$ cat src/rtl/play_core_multi.sv
// play_core_multi: SDRAM-backed audio block player with rate control, loop, stop and optional re-record
// Build option: define PLAY_REVERSE_EN to add play_reverse (backwards playback, latched at start).
// Ports:
//   i_clk, i_rst_n            clock, asynchronous active-low reset
//   play_start/src/dst/...    control from the top controller
//   play_busy/done/pos        status back to the controller
//   play_read/write/addr/...  SDRAM arbiter port (request held until play_sdram_finished)
//   play_audio_*              valid/ready sample stream to the DAC
module play_core_multi #(
  parameter int ADDR_W = 23,
  parameter int DATA_W = 32,
  parameter int RATE_MAX = 2,
  localparam int KW = (RATE_MAX > 0) ? $clog2(RATE_MAX + 1) : 1
) (
  input  logic              i_clk,
  input  logic              i_rst_n,
  input  logic              play_start,
  input  logic [ADDR_W-1:0] play_src_base,
  input  logic [ADDR_W-1:0] play_dst_base,
  input  logic              play_record,
  input  logic              play_loop,
  input  logic              play_pause,
  input  logic              play_stop,
  input  logic              play_rate_fast,
  input  logic [KW-1:0]     play_rate_k,
`ifdef PLAY_REVERSE_EN
  input  logic              play_reverse,
`endif
  output logic              play_busy,
  output logic              play_done,
  output logic [ADDR_W-1:0] play_pos,
  output logic              play_read,
  output logic              play_write,
  output logic [ADDR_W-1:0] play_addr,
  output logic [DATA_W-1:0] play_writedata,
  input  logic [DATA_W-1:0] play_readdata,
  input  logic              play_sdram_finished,
  output logic              play_audio_valid,
  output logic [DATA_W-1:0] play_audio_data,
  input  logic              play_audio_ready
);
  typedef enum logic [2:0] {IDLE, RD_LEN, RD_DATA, PLAY, WR_DATA, WR_LEN} state_t;
  state_t state, state_n;
  logic [ADDR_W-1:0] src, dst, n, idx, wcnt, hdr, first;
  logic [DATA_W-1:0] sample;
  logic rec, lp, stop_p, fast, last, stop, beat, play_end, end_blk, fin;
  logic [KW-1:0] k, k_in;
  logic [RATE_MAX:0] bcnt, tgt;
  logic [ADDR_W:0] nxt, step, one;
  assign fin = play_sdram_finished;
  assign hdr = play_readdata[ADDR_W-1:0];
  assign stop = stop_p | play_stop;
  assign k_in = (play_rate_k > KW'(RATE_MAX)) ? KW'(RATE_MAX) : play_rate_k;
  assign tgt = {{RATE_MAX{1'b0}}, 1'b1} << k;
  assign one = {{ADDR_W{1'b0}}, 1'b1};
  assign step = fast ? one << k : one;
  assign beat = (state == PLAY) && !play_pause && play_audio_ready;
  assign play_end = beat && (fast || bcnt == tgt - 1'b1);
`ifdef PLAY_REVERSE_EN
  logic rev;
  logic [ADDR_W-1:0] ld_n;
  // the start index comes from the header word while it is being read, else from the latched N
  assign ld_n = (state == RD_LEN) ? hdr : n;
  assign first = rev ? ld_n - 1'b1 : '0;
  assign nxt = rev ? {1'b0, idx} - step : {1'b0, idx} + step;
  // backwards playback ends on the borrow out of the extended subtraction
  assign end_blk = rev ? nxt[ADDR_W] : (nxt >= {1'b0, n});
`else
  assign first = '0;
  assign nxt = {1'b0, idx} + step;
  assign end_blk = nxt >= {1'b0, n};
`endif
  always_comb begin
    state_n = state;
    case (state)
      IDLE:    state_n = play_start ? RD_LEN : IDLE;
      RD_LEN:  if (fin) state_n = (stop || hdr == '0) ? (rec ? WR_LEN : IDLE) : RD_DATA;
      RD_DATA: if (fin) state_n = stop ? (rec ? WR_LEN : IDLE) : PLAY;
      PLAY:    if (stop) state_n = rec ? WR_LEN : IDLE;
               else if (play_end) state_n = rec ? WR_DATA : (end_blk && !lp) ? IDLE : RD_DATA;
      WR_DATA: if (fin) state_n = (stop || last) ? WR_LEN : RD_DATA;
      WR_LEN:  if (fin) state_n = IDLE;
      default: state_n = IDLE;
    endcase
  end
  always_ff @(posedge i_clk or negedge i_rst_n) begin
    if (!i_rst_n) begin
      state <= IDLE;
      play_done <= 1'b0;
      src <= '0;
      dst <= '0;
      n <= '0;
      idx <= '0;
      wcnt <= '0;
      sample <= '0;
      rec <= 1'b0;
      lp <= 1'b0;
      stop_p <= 1'b0;
      fast <= 1'b0;
      last <= 1'b0;
      k <= '0;
      bcnt <= '0;
`ifdef PLAY_REVERSE_EN
      rev <= 1'b0;
`endif
    end else begin
      state <= state_n;
      play_done <= (state != IDLE) && (state_n == IDLE);
      // a stop waits here until the in-flight transaction lets the FSM act on it
      stop_p <= stop && (state != IDLE) && (state != WR_LEN) && (state_n != IDLE) && (state_n != WR_LEN);
      if (state == IDLE && play_start) begin
        src <= play_src_base;
        dst <= play_dst_base;
        rec <= play_record;
        lp <= play_loop && !play_record;
        wcnt <= '0;
`ifdef PLAY_REVERSE_EN
        rev <= play_reverse;
`endif
      end
      if (state == RD_LEN && fin) begin
        n <= hdr;
        idx <= first;
      end
      if (state == RD_DATA && fin) begin
        sample <= play_readdata;
        fast <= play_rate_fast;
        k <= k_in;
        bcnt <= '0;
      end
      if (beat) bcnt <= bcnt + 1'b1;
      if (play_end && !stop) begin
        last <= end_blk;
        idx <= !end_blk ? nxt[ADDR_W-1:0] : lp ? first : idx;
      end
      if (state == WR_DATA && fin) wcnt <= wcnt + 1'b1;
    end
  end
  assign play_busy = state != IDLE;
  assign play_read = (state == RD_LEN) || (state == RD_DATA);
  assign play_write = (state == WR_DATA) || (state == WR_LEN);
  assign play_addr = play_read ? ((state == RD_LEN) ? src : src + idx + ADDR_W'(1)) :
                     play_write ? ((state == WR_LEN) ? dst : dst + wcnt + ADDR_W'(1)) : '0;
  assign play_writedata = (state == WR_LEN) ? DATA_W'(wcnt) : (state == WR_DATA) ? sample : '0;
  assign play_audio_valid = (state == PLAY) && !play_pause;
  assign play_audio_data = sample;
  assign play_pos = idx;
endmodule

$ cat config.mk
export PLATFORM = sky130hd
export DESIGN_NAME = play_core_multi
export DESIGN_NICKNAME = d
export VERILOG_FILES = /design/src/rtl/play_core_multi.sv
export SDC_FILE = /design/constraint.sdc
export NUM_CORES = 1
export LEC_CHECK = 0
export CAP_MARGIN = 40
export CORE_UTILIZATION = 44
export DETAILED_ROUTE_END_ITERATION = 10
export GPL_TIMING_DRIVEN = 1
export PLACE_DENSITY_LB_ADDON = 0.1
export SYNTH_ARGS = -nofsm -noshare
export SYNTH_HDL_FRONTEND = slang
export SYNTH_SLANG_ARGS = --single-unit
$ cat constraint.sdc
create_clock -name i_clk -period 5.5 [get_ports i_clk]
set_input_delay 0.55 -clock i_clk [delete_from_list [all_inputs] [get_ports i_clk]]
set_output_delay 0.55 -clock i_clk [all_outputs]
set_load 0.005 [all_outputs]
==> results of run 1 <==
Yosys cell counts (3+ instances only):
| master | number |
|---|---|
| a22oi_1 | 11 |
| nor2_1 | 83 |
| mux2_2 | 5 |
| a211oi_1 | 3 |
| buf_2 | 4 |
| a21o_1 | 28 |
| a211o_1 | 4 |
| o21a_1 | 6 |
| nand2b_1 | 20 |
| o211ai_1 | 8 |
| o21bai_1 | 5 |
| o31ai_1 | 6 |
| xor2_1 | 18 |
| inv_1 | 44 |
| o21ai_1 | 8 |
| nand3b_1 | 6 |
| buf_1 | 3 |
| a31oi_1 | 12 |
| clkbuf_1 | 44 |
| o21ai_0 | 81 |
| or2_2 | 8 |
| nand2_1 | 331 |
| nor2b_1 | 10 |
| and3_1 | 28 |
| dfrtp_1 | 161 |
| o221ai_1 | 3 |
| nor3_1 | 15 |
| nand3_1 | 32 |
| fa_1 | 3 |
| a21oi_2 | 3 |
| and2_1 | 6 |
| a32oi_1 | 3 |
| or3_1 | 7 |
| nor4_1 | 8 |
| ha_1 | 73 |
| xnor2_1 | 30 |
| a22o_1 | 13 |
| o22ai_1 | 9 |
| a21oi_1 | 64 |
| nand4_1 | 13 |
| mux2i_1 | 37 |
critical path: cells and delay by family, from the launching register on:
kind | cells | cell delay [ns]
compound gates | 9 | 1.61
simple gates | 7 | 1.38
fa+ha+maj | 3 | 0.82
flops | 1 | 0.46
buf+inv | 3 | 0.39
cell usage in the layout (no fill, tap or decap), types with 32 or more instances in the layout:
master,Yosys,layout
o21ai_0,81,81
nor2_1,83,83
nand2_1,331,330
a21oi_1,64,64
ha_1,73,73
clkdlybuf4s50_1,0,203
inv_1,44,44
dfrtp_1,161,160
mux2i_1,37,37
nand3_1,32,32
report_power, final:
part | leakage, nW | internal (mW) | switching (mW)
Sequential | 2.08 | 1.58 | 0.443
Clock | 0.286 | 0.612 | 0.595
Combinational | 4.13 | 1.34 | 1.57
area by class of cell:
type | count | share of cell area (%)
clock inverter | 15 | 1.25
inverter | 46 | 1.27
clock buffer | 17 | 3.12
multi-input combinational | 1037 | 46.2
sequential | 161 | 29.5
tap | 319 | 2.92
timing repair buffer | 217 | 15.7
routing by layer:
| layer | routed length (um) | vias up | share of wire (%) |
|---|---|---|---|
| li1 | - | 4882 | - |
| met1 | 16000 | 4866 | 44 |
| met2 | 17300 | 337 | 48 |
| met3 | 2110 | 48 | 5.8 |
| met4 | 836 | 0 | 2.3 |
| met5 | 0 | - | 0 |
flip-flops by register name, indices dropped and copies added, names as in the netlist:
signal           cells
last                 1
fast                 1
wcnt                23
k                    2
src                 23
stop_p               1
dst                 23
bcnt                 3
play_audio_data     32
n                   23
lp                   1
state                3
rec                  1
play_done            1
play_pos            23
worst paths after layout:
kind | start | cells after the start | to
max | k[1]$_DFFE_PN0P_ | 22 | play_pos[18]$_DFFE_PN0P_
min | i_rst_n | 1 | dst[7]$_DFFE_PN0P_
max reg2reg | k[1]$_DFFE_PN0P_ | 22 | play_pos[18]$_DFFE_PN0P_
min reg2reg | play_audio_data[31]$_DFFE_PN0P_ | 2 | play_audio_data[31]$_DFFE_PN0P_
max in group asynchronous | i_rst_n | 2 | play_audio_data[4]$_DFFE_PN0P_
min in group i_clk | play_audio_data[31]$_DFFE_PN0P_ | 2 | play_audio_data[31]$_DFFE_PN0P_
kinds of logic (layout without fill, tap and decap cells):
kind of cell             count (synthesis)  after routing  share of synthesized area (%)
buffers and inverters                   99            295                           3.58
multiplexers                            42             42                           3.98
adder cells (fa/ha/maj)                 76             76                           9.08
AO/OA/AOI/OAI                          292            292                           17.8
flip-flops                             161            161                           37.6
AND/OR/NAND/NOR                        579            579                           24.0
XOR/XNOR                                48             48                           3.92
through the flow:
stage	hold WS [ns]	power, mW
finish	0.153	6.14
CTS	0.177	6.16
detailed placement	0.484	4.93
global route	0.216	6.55
global placement	0.475	4.88
floorplan	0.254	3.55
==> results.ini, run 1 <==
[outcome]
status = finished, final reports clean

[worst_setup_path]
worstSetupPathType = reg -> reg
crit_path_max_incr_delay_ns = 0.46
worst-path-max-fanout = 13
cpMaxStageDelayCell = dfrtp_1
worstSetupEndpointType = flip-flop
cp_common_cell = nor2_1
rrSetupSlack_ns = 0.73
worstPathRequired_ns = 5.83
crit_chain = o21ai_0 > ha_1 > inv_1 > fa_1 > inv_1 > a21o_1 > a21oi_1 > nor2_1 > nand2_1 > nor2_1 > nand3_1 > or3_1 > nand2_1 > ha_1 > a21oi_1 > o21ai_0 > a31oi_1 > o21ai_2 > a21oi_2 > nor2_1 > buf_4 > a211o_1
critPathLaunchType = flip-flop
worstPathArrival_ns = 5.10

[power_and_ir_drop]
ir_drop_mv = 0.218
powerDensity_nw_per_um2 = 450
p_leak_nw = 6.50

[final_layout]
fin_cells = 1812
fin_util_pct = 57.6
final_area_sq_um = 13600
multi_input_area_sq_um = 6310
drive_gt1_share_pct = 5.36
syn_to_final_growth_pct = 27.3
num-nets-final = 1646
regArea_sq_um = 4030
nFillCells = 2228
num_antenna_cells = 0

[min_path]
hp-class = in -> async

[global_routing]
grt.met1_usage_pct = 40.9
grt_max_degree = 75
antenna_found_initial = 0
grt_pass1_vias = 9491
grtUsageMet2_pct = 48.1
use_met3_pct = 4.74
grtUsageTotal_pct = 29.7
top_usage_layer = met2
grt_first_pass_wirelength_um = 55300
gr-total-overflow = 0

[die]
dieHeight_um = 158
start_util_pct = 45.3
row_count = 56
core_sq_um = 23700
ios = 205
fp.dieW_um = 158
die-area_sq_um = 25000

[sta]
max_clock_freq_mhz = 210
rsz0062_at_grt = no
setup_violations = 0
final.setup.tns_ns = 0
worst_slew_pin_slew_ns = 0.750
drv_slew = 0
finClkSkew_ns = 0.0161
fin_ws_ns = 0.735
slew_headroom_pct = 50.0
hold_viol_final = 0
fin_crit_sh_pct = 86.6
period_needed_ns = 4.77

[yosys]
netlist-cell-type-count = 72
synth_warnings = 0
syn_area_sq_um = 10700
syn_area_per_cell_sq_um = 8.26
synth_edf_count = 0
yosys-top-cells-area = dfrtp_1 38%, nand2_1 12%, ha_1 8.5%, o21ai_0 3.8%, mux2i_1 3.5%
async_flop_share_pct = 100
ys_ff_latch = 161
yosysSeqAreaShare_pct = 37.6
syn_nets = 1463
ys.flop_type = dfrtp_1
synth_largest_area_cell = dfrtp_1
syn-instance-count = 1297
synth_top_area_share_pct = 37.6

[clock_network]
cts_setup_buffers = 0
clock_tree.root_cell = clkbuf_16
clkLatencyLatePin_ns = 0.44
cts-resized-gates = 0
htreeDepth = 4
cts_tree = built
cts_hold_repair.buffers = 0
cts_buffer_depth = 2
numCtsBuffers = 17
path_clk_slew_ns = 0.08
clock-sinks = 161

[drt]
drt_iter0_drc = 794
wirelength_um = 36200
vias = 10133
vias_per_cell = 5.59
wire_per_inst_um = 20.0
drc = 0
ant_nets = 0
firstDrtPassIters = 5

[place]
dpl.hpwl_um = 27800
dp_slack_ns = 0.817
port_buffers = 204
place_congestion = 0.928
dp.cells = 1780
place_area_sq_um = 13100

[job]
maxCapViolCount = 0

(Power assumes the default switching activity.)
==> run 2: changes to the inputs <==
--- a/config.mk
+++ b/config.mk
@@ -10,6 +10,7 @@
 export DETAILED_ROUTE_END_ITERATION = 10
 export GPL_TIMING_DRIVEN = 1
 export PLACE_DENSITY_LB_ADDON = 0.1
+export REMOVE_ABC_BUFFERS = 1
 export SYNTH_ARGS = -nofsm -noshare
 export SYNTH_HDL_FRONTEND = slang
 export SYNTH_SLANG_ARGS = --single-unit
==> results.ini, run 2 (synthesis results as in run 1) <==
[global_routing]
grt_max_degree = 65
grt_first_pass_wirelength_um = 53600
gr-total-overflow = 0
grt_pass1_vias = 9532
grtUsageTotal_pct = 28.6
antenna_found_initial = 0

[final_layout]
num-nets-final = 1649
multi_input_area_sq_um = 6310
largest_reg_flops = 32
syn_to_final_growth_pct = 27.7
nFillCells = 2199
mostFrequentLayoutCells = 330 x nand2_1, 203 x clkdlybuf4s50_1, 160 x dfrtp_1
drive_gt1_share_pct = 5.48
num_antenna_cells = 0
regArea_sq_um = 4030
fin_cells = 1815
final_common_cell = nand2_1

[power_and_ir_drop]
ir_drop_mv = 0.210
p_int_mw = 3.59
share_seq_of_total_power_pct = 32.7
totalPowerFinal_mw = 6.10
powerDensity_nw_per_um2 = 445
p_leak_nw = 6.52
pwr-share-comb_pct = 47.6
switching_power_mw = 2.50
p_clk_share_pct = 19.7
sw_frac_of_total_pct = 41.1

[sta]
finClkSkew_ns = 0.0138
drv_slew = 0
fin_crit_sh_pct = 86.8
rsz0062_at_grt = no
period_needed_ns = 4.77
setup_violations = 0
slew_headroom_pct = 47.9
worst_slew_pin_slew_ns = 0.782
hold_viol_final = 0
max_clock_freq_mhz = 210
hold_slack_ns = 0.0293
final.setup.tns_ns = 0

[drt]
ant_nets = 0
wirelength_um = 35100
wire_per_inst_um = 19.3
vias = 10211
drc = 0
drt_iter0_drc = 671
firstDrtPassIters = 8
vias_per_cell = 5.63

[die]
row_count = 56
die-area_sq_um = 25000
dieHeight_um = 158
fp.dieW_um = 158
ios = 205
start_util_pct = 45.3
core_sq_um = 23700

[clock_network]
numCtsBuffers = 17
clock-sinks = 161
clkLatencyLatePin_ns = 0.44
cts_tree = built
cts-resized-gates = 0
path_clk_slew_ns = 0.07
cts_buffer_depth = 2
clock_tree.root_cell = clkbuf_16
cts_hold_repair.buffers = 0
htreeDepth = 4
cts_setup_buffers = 0

[worst_setup_path]
worst-path-max-fanout = 13
critPathLaunchType = flip-flop
worstSetupEndpointType = flip-flop
worstPathArrival_ns = 5.09
cpMaxStageDelayCell = dfrtp_1
crit_path_max_incr_delay_ns = 0.46
crit_chain = o21ai_0 > ha_1 > inv_1 > fa_1 > inv_1 > a21o_1 > a21oi_1 > nor2_1 > nand2_1 > nor2_1 > nand3_1 > or3_1 > nand2_1 > ha_1 > a21oi_1 > o21ai_0 > a31oi_1 > o21ai_2 > a21oi_2 > nor2_1 > buf_4 > a211o_1
cp_common_cell = nor2_1
worstPathRequired_ns = 5.82
worstSetupPathType = reg -> reg

[job]
maxCapViolCount = 0

[outcome]
status = finished, final reports clean

[min_path]
hp-class = in -> async

[place]
place_congestion = 0.884
dp.cells = 1783
dpl.hpwl_um = 26300
port_buffers = 204

==> run 2: cell types whose count changed in the layout (fill, tap and decap cells not counted) <==
cell        before  now
inv_8            6    1
clkinv_8         4    0
inv_6            1    5
buf_16           0    2
clkbuf_8         0    2
buf_4           13   14
bufinv_16        0    1
clkbuf_1         0    1
clkinvlp_4       2    3
==> run 2: layer usage <==
| metal | GRT usage (%) | wire [um] | vias up |
|---|---|---|---|
| met3 | 4.60 | 2020 | 55 |
| met5 | 0 | 0 | - |
| met1 | 39.0 | 15700 | 4907 |
| li1 | - | - | 4892 |
| met2 | 45.7 | 16500 | 357 |
| met4 | 10.1 | 865 | 0 |
==> run 2: worst paths after layout <==
path                                           end             start  slack (ns)  depth (start not counted)
setup / recovery           play_pos[4]$_DFFE_PN0P_  k[1]$_DFFE_PN0P_        0.73                         22
max in group asynchronous        n[22]$_DFFE_PN0P_           i_rst_n        4.41                          2
hold / removal                 wcnt[5]$_DFFE_PN0P_           i_rst_n        0.03                          1
setup reg to reg           play_pos[4]$_DFFE_PN0P_  k[1]$_DFFE_PN0P_        0.73                         22
min in group i_clk                n[0]$_DFFE_PN0P_  n[0]$_DFFE_PN0P_        0.50                          2
hold reg to reg                   n[0]$_DFFE_PN0P_  n[0]$_DFFE_PN0P_        0.50                          2
==> run 2: power groups by stage <==
stage	Combinational [mW]	Sequential, mW	Clock (mW)
floorplan	1.57	1.92	0
global placement	2.82	1.99	0
detailed placement	2.89	2.00	0
CTS	2.91	1.98	1.22
global route	3.19	2.04	1.26
finish	2.90	1.99	1.20
==> run 2: critical path: cells and delay by family, from the launching register on <==
kind	cells	cell delay (ns)
compound gates	9	1.65
fa+ha+maj	3	0.86
buf+inv	3	0.35
flops	1	0.46
simple gates	7	1.35
==> run 2: metrics by stage <==
step	util (%)	instance area, sq um	worst slack [ns]
2_1_floorplan	-	10500	0.735
3_3_place_gp	55.1	13100	0.472
3_5_place_dp	55.4	13100	0.761
4_1_cts	57.8	13700	0.744
5_1_grt	57.8	13700	0.322
6_report	57.8	13700	0.727
==> run 2: layout make-up <==
class / instances / share of cell area [%]
Sequential cell: 161 / 29.4
Clock buffer: 20 / 3.34
Multi-Input combinational cell: 1037 / 46.1
Timing Repair Buffer: 220 / 16.1
Inverter: 46 / 1.26
Tap cell: 319 / 2.92
Clock inverter: 12 / 0.886
==> run 3: changes to the inputs <==
--- a/config.mk
+++ b/config.mk
@@ -9,8 +9,10 @@
 export CORE_UTILIZATION = 44
 export DETAILED_ROUTE_END_ITERATION = 10
 export GPL_TIMING_DRIVEN = 1
+export HOLD_SLACK_MARGIN = 0.06
 export PLACE_DENSITY_LB_ADDON = 0.1
 export REMOVE_ABC_BUFFERS = 1
+export SKIP_LAST_GASP = 1
 export SYNTH_ARGS = -nofsm -noshare
 export SYNTH_HDL_FRONTEND = slang
 export SYNTH_SLANG_ARGS = --single-unit
==> results.ini, run 3 (synthesis results as in run 1) <==
[final_layout]
fin_util_pct = 57.9
largest_reg_flops = 32
regArea_sq_um = 4030
syn_to_final_growth_pct = 27.8
num_antenna_cells = 0
drive_gt1_share_pct = 5.48
multi_input_area_sq_um = 6310
mostFrequentLayoutCells = 330 x nand2_1, 203 x clkdlybuf4s50_1, 160 x dfrtp_1
num-nets-final = 1650
final_common_cell = nand2_1
nFillCells = 2200

[power_and_ir_drop]
p_leak_nw = 6.52
share_seq_of_total_power_pct = 32.7
ir_drop_mv = 0.210
p_int_mw = 3.59
switching_power_mw = 2.51
p_clk_share_pct = 19.7
sw_frac_of_total_pct = 41.1
pwr-share-comb_pct = 47.6
powerDensity_nw_per_um2 = 445

[sta]
hold_slack_ns = 0.500
max_clock_freq_mhz = 209
hold_viol_final = 0
final.setup.tns_ns = 0
drv_slew = 0
finClkSkew_ns = 0.0153
period_needed_ns = 4.79
slew_headroom_pct = 49.4
setup_violations = 0
fin_crit_sh_pct = 87.1
rsz0062_at_grt = no
fin_ws_ns = 0.709
worst_slew_pin_slew_ns = 0.759

[clock_network]
clkLatencyLatePin_ns = 0.44
numCtsBuffers = 17
htreeDepth = 4
cts_setup_buffers = 0
cts_buffer_depth = 2
clock-sinks = 161
clock_tree.root_cell = clkbuf_16
cts_tree = built
cts-resized-gates = 0
path_clk_slew_ns = 0.07

[worst_setup_path]
worstPathArrival_ns = 5.12
cp_top_family = compound AO/OA/AOI/OAI gates
worst-path-max-fanout = 13
worstSetupEndpointType = flip-flop
crit_path_max_incr_delay_ns = 0.46
critPathLaunchType = flip-flop
crit_buf_inv = 3
worstPathRequired_ns = 5.82
cp_common_cell = nor2_1
worstSetupPathType = reg -> reg
cpMaxStageDelayCell = dfrtp_1
crit_chain = o21ai_0 > ha_1 > inv_1 > fa_1 > inv_1 > a21o_1 > a21oi_1 > nor2_1 > nand2_1 > nor2_1 > nand3_1 > or3_1 > nand2_1 > ha_1 > a21oi_1 > o21ai_0 > a31oi_1 > o21ai_2 > a21oi_2 > nor2_1 > buf_4 > a211o_1

[place]
dp_slack_ns = 0.761
dpl.hpwl_um = 26300
port_buffers = 204
place_congestion = 0.884

[drt]
wire_per_inst_um = 19.3
drc = 0
firstDrtPassIters = 8
drt_iter0_drc = 662
vias_per_cell = 5.61
ant_nets = 0
vias = 10189
wirelength_um = 35100

[die]
die-area_sq_um = 25000
row_count = 56
fp.dieW_um = 158
dieHeight_um = 158
ios = 205
start_util_pct = 45.3
core_sq_um = 23700

[job]
maxCapViolCount = 0

[global_routing]
grt_max_degree = 65
grt_pass1_vias = 9532
gr-total-overflow = 0
antenna_found_initial = 0
grtUsageTotal_pct = 28.6
grt_first_pass_wirelength_um = 53600

[min_path]
hp-class = reg -> reg

[outcome]
status = finished, final reports clean

run 3: final timing paths:
kind                                  start                 endpoint  slack, ns  depth (start not counted)
max                        k[1]$_DFFE_PN0P_  play_pos[4]$_DFFE_PN0P_       0.71                         22
max reg2reg                k[1]$_DFFE_PN0P_  play_pos[4]$_DFFE_PN0P_       0.71                         22
min reg2reg                n[0]$_DFFE_PN0P_         n[0]$_DFFE_PN0P_       0.50                          2
max in group asynchronous           i_rst_n        n[19]$_DFFE_PN0P_       3.84                          3
min                        n[0]$_DFFE_PN0P_         n[0]$_DFFE_PN0P_       0.50                          2
min in group asynchronous           i_rst_n      wcnt[5]$_DFFE_PN0P_       0.60                          2
run 3: power by group through the flow:
stage / Clock (mW) / Sequential, mW / Combinational [mW]
2_1_floorplan: 0 / 1.92 / 1.57
3_3_place_gp: 0 / 1.99 / 2.82
3_5_place_dp: 0 / 2.00 / 2.89
4_1_cts: 1.22 / 1.98 / 2.91
5_1_grt: 1.26 / 2.04 / 3.20
6_report: 1.20 / 1.99 / 2.90
run 3: repair_timing:
| action | in CTS | in global routing |
|---|---|---|
| hold endpoints to repair | 42 | 0 |
| hold buffers | 1 | 0 |
| endpoints found under the setup margin | 0 | 0 |
run 3: worst register-to-register path: cells and delay by family (launching register included):
family	cells	cell delay (ns)
DFF	1	0.46
and+or+nand+nor	7	1.34
AOI/OAI and AO/OA	9	1.65
buffers and inverters	3	0.35
adders and majority gates	3	0.86
run 3: routing by layer:
metal / vias to the layer above / GRT usage, % / part of all wire, %
met5: - / 0 / 0
met4: 0 / 10.1 / 2.6
met3: 59 / 4.60 / 5.7
met2: 345 / 45.7 / 47
met1: 4892 / 39.0 / 45
li1: 4893 / - / -
run 3: area by class of cell:
| type | count | share of cell area (%) |
|---|---|---|
| timing repair buffer | 221 | 16.2 |
| clock buffer | 20 | 3.33 |
| multi-input combinational | 1037 | 46.0 |
| sequential | 161 | 29.4 |
| clock inverter | 12 | 0.886 |
| inverter | 46 | 1.26 |
| tap | 319 | 2.91 |
run 3: per-stage QoR:
step | power [mW] | cells | cell area (sq um)
after floorplan | 3.49 | 1244 | 10500
after global placement | 4.82 | 1780 | 13100
after global routing | 6.50 | 1816 | 13700
after detailed placement | 4.89 | 1783 | 13100
final | 6.10 | 1816 | 13700
after CTS | 6.11 | 1816 | 13700
